===== config.mk =====
export PLATFORM = sky130hd
export DESIGN_NAME = mem_access_unit
export DESIGN_NICKNAME = d
export VERILOG_FILES = /design/src/rtl/mem_access_unit.sv
export SDC_FILE = /design/constraint.sdc
export NUM_CORES = 1
export LEC_CHECK = 0
export CAP_MARGIN = 20
export CORE_ASPECT_RATIO = 0.5
export CORE_MARGIN = 2
export CORE_UTILIZATION = 30
export DETAILED_ROUTE_END_ITERATION = 7
export PLACE_DENSITY = 0.64
export SLEW_MARGIN = 20
export SYNTH_ARGS = -nofsm -noshare
export SYNTH_HDL_FRONTEND = slang
export SYNTH_SLANG_ARGS = --single-unit

===== constraint.sdc =====
create_clock -name clk -period 4.12 [get_ports clk]
set_input_delay 1.03 -clock clk [delete_from_list [all_inputs] [get_ports clk]]
set_output_delay 1.03 -clock clk [all_outputs]
set_load 0.005 [all_outputs]

===== src/rtl/mem_access_unit.sv =====
// rtl/mem_access_unit.sv - memory-stage access sequencer: scalar/vector requests to 32-bit bus beats
module mem_access_unit #(
    parameter int LANES  = 4,
    parameter int STRIDE = 4
) (
    input  logic         clk,
    input  logic         reset,
    input  logic         mem_mem_read,
    input  logic         mem_mem_write,
    input  logic         mem_vector_op,
    input  logic [127:0] mem_alu_result,
    input  logic [127:0] mem_write_data,
    output logic         mem_stall,
    output logic [127:0] mem_read_data,
    output logic         mem_read_valid,
    output logic         bus_req,
    output logic         bus_we,
    output logic [31:0]  bus_addr,
    output logic [31:0]  bus_wdata,
    input  logic         bus_ack,
    input  logic [31:0]  bus_rdata
);

    localparam int BW = (LANES > 1) ? $clog2(LANES) : 1;

    localparam logic [1:0] S_IDLE   = 2'd0;
    localparam logic [1:0] S_ACCESS = 2'd1;
    localparam logic [1:0] S_DONE   = 2'd2;

    localparam logic [BW-1:0] LAST_BEAT = BW'(LANES - 1);

    logic [1:0]    state;
    logic [BW-1:0] beat;
    logic          op_write;
    logic          op_vector;
    logic [127:0]  wbuf;
    logic [127:0]  rbuf;

    logic          last_beat;
    logic [BW-1:0] beat_inc;
    logic [127:0]  rbuf_next;
    logic [127:0]  read_result;

    // Only the low word of the address operand is meaningful.
    logic unused_addr_hi;
    assign unused_addr_hi = ^mem_alu_result[127:32];

    // Stall while a request waits to be accepted and for every beat in flight; DONE releases the pipeline.
    assign mem_stall = ((state == S_IDLE) && (mem_mem_read || mem_mem_write)) || (state == S_ACCESS);

    // Beat bookkeeping and the lane buffer as it will look once the current beat's data is merged.
    always_comb begin
        last_beat   = op_vector ? (beat == LAST_BEAT) : (beat == '0);
        beat_inc    = beat + 1'b1;
        rbuf_next   = rbuf;
        rbuf_next[{beat, 5'd0} +: 32] = bus_rdata;
        read_result = op_vector ? rbuf_next : {4{bus_rdata}};
    end

    // Sequencer: accept in IDLE, walk beats in ACCESS, retire in DONE.
    // Read data is published on the edge into DONE so it and its valid pulse are visible during DONE.
    always_ff @(posedge clk or negedge reset) begin
        if (!reset) begin
            state          <= S_IDLE;
            beat           <= '0;
            op_write       <= 1'b0;
            op_vector      <= 1'b0;
            wbuf           <= '0;
            rbuf           <= '0;
            bus_req        <= 1'b0;
            bus_we         <= 1'b0;
            bus_addr       <= '0;
            bus_wdata      <= '0;
            mem_read_data  <= '0;
            mem_read_valid <= 1'b0;
        end else begin
            mem_read_valid <= 1'b0;
            case (state)
                S_IDLE: begin
                    if (mem_mem_read || mem_mem_write) begin
                        op_write  <= mem_mem_write;
                        op_vector <= mem_vector_op;
                        wbuf      <= mem_write_data;
                        beat      <= '0;
                        bus_req   <= 1'b1;
                        bus_we    <= mem_mem_write;
                        bus_addr  <= mem_alu_result[31:0];
                        bus_wdata <= mem_write_data[31:0];
                        state     <= S_ACCESS;
                    end
                end
                S_ACCESS: begin
                    if (bus_ack) begin
                        if (!op_write) begin
                            rbuf <= rbuf_next;
                        end
                        if (last_beat) begin
                            bus_req <= 1'b0;
                            state   <= S_DONE;
                            if (!op_write) begin
                                mem_read_data  <= read_result;
                                mem_read_valid <= 1'b1;
                            end
                        end else begin
                            beat      <= beat_inc;
                            bus_addr  <= bus_addr + 32'(STRIDE);
                            bus_wdata <= wbuf[{beat_inc, 5'd0} +: 32];
                        end
                    end
                end
                S_DONE: begin
                    state <= S_IDLE;
                end
                default: begin
                    state <= S_IDLE;
                end
            endcase
        end
    end

endmodule


== After elaboration in Yosys (flattened, before gate mapping) ==
Index checks and enable logic that the tools add are counted.
Cells by class
  add/sub/neg operators: 3
  equal/unequal tests: 6
  shift-type cells: 3
  mux-type cells: 27
  bitwise gates (word level): 1
  reduce and logical (&&, ||, !) cells: 12
Operators with widths (number)
  32-bit two-way mux: 6
  128-bit bitwise mux: 1
  128-bit two-way mux: 1
  32-bit case mux with 2 select lines: 2
  32-bit by 9-bit variable shift with 128-bit output, first input constant: 1
  128-bit by 8-bit indexed part select with 32-bit output: 1
  32-bit by 9-bit indexed part select with 128-bit output: 1
  32-bit by 3-bit adder with 32-bit output, second input constant: 1
  2-bit two-way mux: 6
  4-bit AND reduction: 3
  7-bit negator with 9-bit output: 1
  1-bit two-way mux: 8
  2-bit case mux with 2 select lines: 2
  2-bit inequality test, second input constant: 3
  3-bit AND reduction: 2
  2-bit logical NOT: 2
  2-bit by 1-bit adder with 2-bit output, second input constant: 1
  2-bit by 1-bit equality test with 1-bit output, second input constant: 1
  2-bit equality test, second input constant: 1
  1-bit logical OR: 2
  2-bit by 1-bit inequality test with 1-bit output, second input constant: 1
  1-bit case mux with 2 select lines: 1
  2-bit AND reduction: 1
  2-bit nonzero test: 1
  2 further kinds: 2
Storage, ports and cells
  register bits after elaboration: 456
  bits of input ports: 294
  output and inout port bits: 196

== Logic depth before layout (Yosys ltp) ==
  depth after elaboration: 5
  gate-level depth with buffers: 11
  depth with buffers taken out: 7

== Worst setup path before layout ==
No wires, ideal clock.
  path type: input-to-output
  start: in mem_mem_write
  end: out mem_stall
  arrival time: 1989 ps
  setup slack: 1101 ps
  stages: 5
  buffers on the path: 2
  cell sequence: or2_2 nand2_1 buf_2 buf_2 nand2_1
Between the ends
  cells in the longest elaborated chain, start to end: 3
Ends and longest elaborated chain
  from (decl): RTL line 9  | input logic mem_mem_write,
  1-bit logical OR: RTL line 49  | assign mem_stall = ((state == S_IDLE) && (mem_mem_read || mem_mem_write)) || (state == S_ACCESS);
  1-bit logical AND: RTL line 49
  1-bit logical OR: RTL line 49
  to (decl): RTL line 13  | output logic mem_stall,
No other way between the ends.

== Worst setup path in the final report ==
Same ends and word-level chain as after synthesis.

==> summary.md <==
| Metric | Value |
|---|---|
| Outcome | `finished, final reports clean` |
| Share of async-settable or async-resettable flops after synthesis | `1.00` |
| Hold bufs inserted after CTS | `0` |
| Final antenna-violating net count | `0` |
| Max rail drop VDD | `between 400 and 500 uV` |
| Detail Placement HPWL | `between 40000 and 50000 um` |
| Register-to-register setup slack | `1190 ps` |
| DR vias | `16189` |
| Number of library cell types mapped by synthesis | `53` |
| Data arrival, critical path | `2510 ps` |
| Total gr overflow | `0` |
| Overall die area | `0.0681 mm^2` |
| Clock buffers created by TritonCTS | `45` |
| Syn_area_per_cell | `approximately 10 um^2` |
| Dominant register cell in the synthesized netlist | `sky130_fd_sc_hd__dfrtp_1` |
| Initial Util | `0.304` |
| Count of instances resized after the clock tree is built | `0` |
| Worst Setup SP | `mem_mem_write` |
| Number of global-route vias before repair | `15993` |
| Average wire per cell in the routed design | `approximately 19 um` |
| Number of port buffers | `just under 400` |
| Most used cells in the layout excluding fill and tap cells | `sky130_fd_sc_hd__nand2_1, sky130_fd_sc_hd__dfrtp_1, sky130_fd_sc_hd__clkdlybuf4s50_1, sky130_fd_sc_hd__nor2_1, sky130_fd_sc_hd__a21oi_1` |
| Worst slew margin | `0.350` |
| P_leak | `11.5 nW` |
| Number of max-cap violations | `0` |
| Leading area contributor after synthesis | `sky130_fd_sc_hd__dfrtp_1` |
| FMAX | `282 MHz` |
| Final Instance Count excl. Fillers | `about 3200` |
| Post-route setup TNS | `0 ps` |
| Max-slew violation count | `0` |
| Syn Std Cell Area | `between 0.015 and 0.02 mm^2` |
| Placed cell count | `3142` |
| Multiplexer fraction of the synthesized cell area | `0.0386` |
| Die height | `185 um` |
| Number of sinks driven by the clock tree | `456` |
| Latest clock arrival within the worst-skew pair | `580 ps` |
| Largest family of logic cells by synthesized area | `compound AO/OA/AOI/OAI gates` |
| Iteration count of the initial detailed-routing pass | `5` |
| Number of core rows | `66` |
| CP Data Required Time | `3090 ps` |
| Number of antenna violations at the first check in global routing | `4` |
| Io pins | `between 400 and 500` |
| Clock-pin slew reported for the worst setup and hold paths after clock tree synthesis | `~60 ps` |
| Adder and majority cell fraction of the synthesized area | `0.00380` |
| Worst R2R Path Depth | `8` |
| Overall fraction of global-route tracks in use | `0.179` |
| RSZ-0062 raised after global routing | `no` |
| Met3 global-route usage | `0.0266` |
| Most crowded layer after global routing | `met2` |
| Global-route wire length before repair | `95500 um` |
| Global-route met2 utilization | `0.308` |
| Max FO, Critical Path | `3` |
| Buffers inserted during post-CTS setup optimization | `0` |
| Bufs on Longest Clock Path | `3` |
| Die extent in x | `~370 um` |
| Worst hold path type | `input port to async pin` |
| Tightest hold margin | `roughly 440 ps` |
| Reg-to-reg endpoint | `mem_read_data[36]` |
| Final weighted congestion in routability-driven placement | `0.812` |
| Clock H-tree levels | `2` |
| Kind of start point of the critical path | `input port` |
| Residual DRC count | `0` |
| Share of the cycle needed by the critical path after routing | `0.860` |
| Clk_skew | `35.5 ps` |
| Smallest setup slack after layout | `578 ps` |
| Flop and latch count out of synthesis | `456` |
| Measured slew at the worst slew-check pin | `972 ps` |
| Type of the worst setup path | `input port to output port` |
| FILL cells | `6449` |
| Starting DRT DRC Count | `1252` |
| Dpl ws | `542 ps` |
| Total number of nets in the final design | `~2600` |
| Portion of synthesized cell area occupied by the leading cell type | `0.577` |
| Warnings from Yosys | `0` |
| Pwr/cell area | `about 790 mW/mm^2` |
| Final Routed Wirelength | `62700 um` |
| FF-to-FF Start | `beat[0]` |
| Cell area after placement | `0.0245 mm^2` |
| Sequential-to-total area share from yosys stat | `0.577` |
| Number of failing hold endpoints at the final stage | `0` |
| Largest cells by area after synthesis | `sky130_fd_sc_hd__dfrtp_1, sky130_fd_sc_hd__nand2_1, sky130_fd_sc_hd__a22oi_1` |
| Commonest non-fill, non-tap cell in the layout | `sky130_fd_sc_hd__nand2_1` |
| Fraction of synthesized cell area in xor and xnor cells | `0` |
| Core area | `0.0651 mm^2` |
| Simple logic cell fraction of the synthesized area | `0.168` |
| Post-Syn Nets | `2310` |
| Count of mapped cells out of synthesis | `2010` |
| CTS tree | `built` |
| Final setup violating endpoints | `0` |
| Largest net degree at the start of global routing | `between 100 and 150` |
| Layout overhead on the synthesized area | `32.0%` |
| Met1 track demand over resource in global routing | `0.230` |
| Final critical path time including I/O delays and setup | `between 3000 and 4000 ps` |
| Share of post-route cells with drive strength above 1 | `0.0743` |
| Timing endpoint of the critical path | `mem_stall` |
| Critical path endpoint category | `output port` |
| Vias per cell | `5.01` |
| Number of synthesized flops with an enable pin | `0` |
| Cell area after layout | `0.0261 mm^2` |
| Root Driver | `sky130_fd_sc_hd__clkbuf_16` |
| Fraction of the mapped netlist area in compound gates | `0.170` |
## kinds of logic after synthesis
group,after synthesis
and+or+nand+nor,822
DFF,456
AOI/OAI and AO/OA,502
buffers and inverters,189
adders and majority gates,6
muxes,35
## stage by stage
step | utilization | power (W)
CTS | 0.401 | 0.0209
floorplan | - | 0.0123
global route | 0.401 | 0.0221
global placement | 0.377 | 0.0163
detailed placement | 0.377 | 0.0165
finish | 0.401 | 0.0207
## cell usage after synthesis (all sizes together) (13+ instances only)
library cell,number
nand2,557
dfrtp,456
nor2,189
a21oi,153
a22oi,131
buf,107
a22o,98
clkbuf,76
o21ai,50
a31oi,35
mux4,32
nand3,18
nor3,17
o22ai,13
## how the worst min path moves through the flow
| stage | from | endpoint | slack, ps | cells past startpoint |
|---|---|---|---|---|
| final | reset | mem_read_data[20] | 440 | 1 |
| after detailed placement | wbuf[89] | wbuf[89] | 460 | 2 |
| after CTS | reset | rbuf[15] | 470 | 1 |
| after global placement | wbuf[124] | wbuf[124] | 450 | 2 |
| after global routing | reset | mem_read_data[20] | 490 | 1 |
| after floorplan | wbuf[100] | wbuf[100] | 440 | 2 |
## critical path, cell delays in order
cell	delay, ps
sky130_fd_sc_hd__clkdlybuf4s50_1	410
sky130_fd_sc_hd__or2_2	360
sky130_fd_sc_hd__nand2_4	100
sky130_fd_sc_hd__nand2_1	120
sky130_fd_sc_hd__clkdlybuf4s50_1	480
## report_power, final
part / internal (W) / switching [W] / leakage, nW / total (W)
clock: 0.00243 / 0.00187 / 0.775 / 0.00430
combinational: 0.00410 / 0.00453 / 5.05 / 0.00863
sequential: 0.00641 / 0.00131 / 5.65 / 0.00773
total: 0.0129 / 0.00771 / 11.5 / 0.0207
## per-layer routing
metal  wire length [um]  part of all wire  vias up
met3               2740             0.044      111
met2              31500              0.50      440
met5                 13           0.00021        -
li1                   -                 -     7522
met1              26300              0.42     8114
met4               2150             0.034        2
## state kept, by name, summed over array words and instances, names as in the netlist, 2 cells and up
signal,cells
beat,2
bus_addr,32
bus_wdata,32
mem_read_data,128
rbuf,128
state,2
wbuf,128
## final cells by class
cell class                 count  area [um^2]  area share
antenna                        4         10.0    0.000384
tap                          884         1110      0.0424
clock buffer                  69         1400      0.0535
timing repair buffer         431         4390       0.168
multi-input combinational   1365         7580       0.291
clock inverter                15          163     0.00624
sequential                   456        11400       0.438
inverter                       6         22.5    0.000864
(Power assumes the default switching activity.)
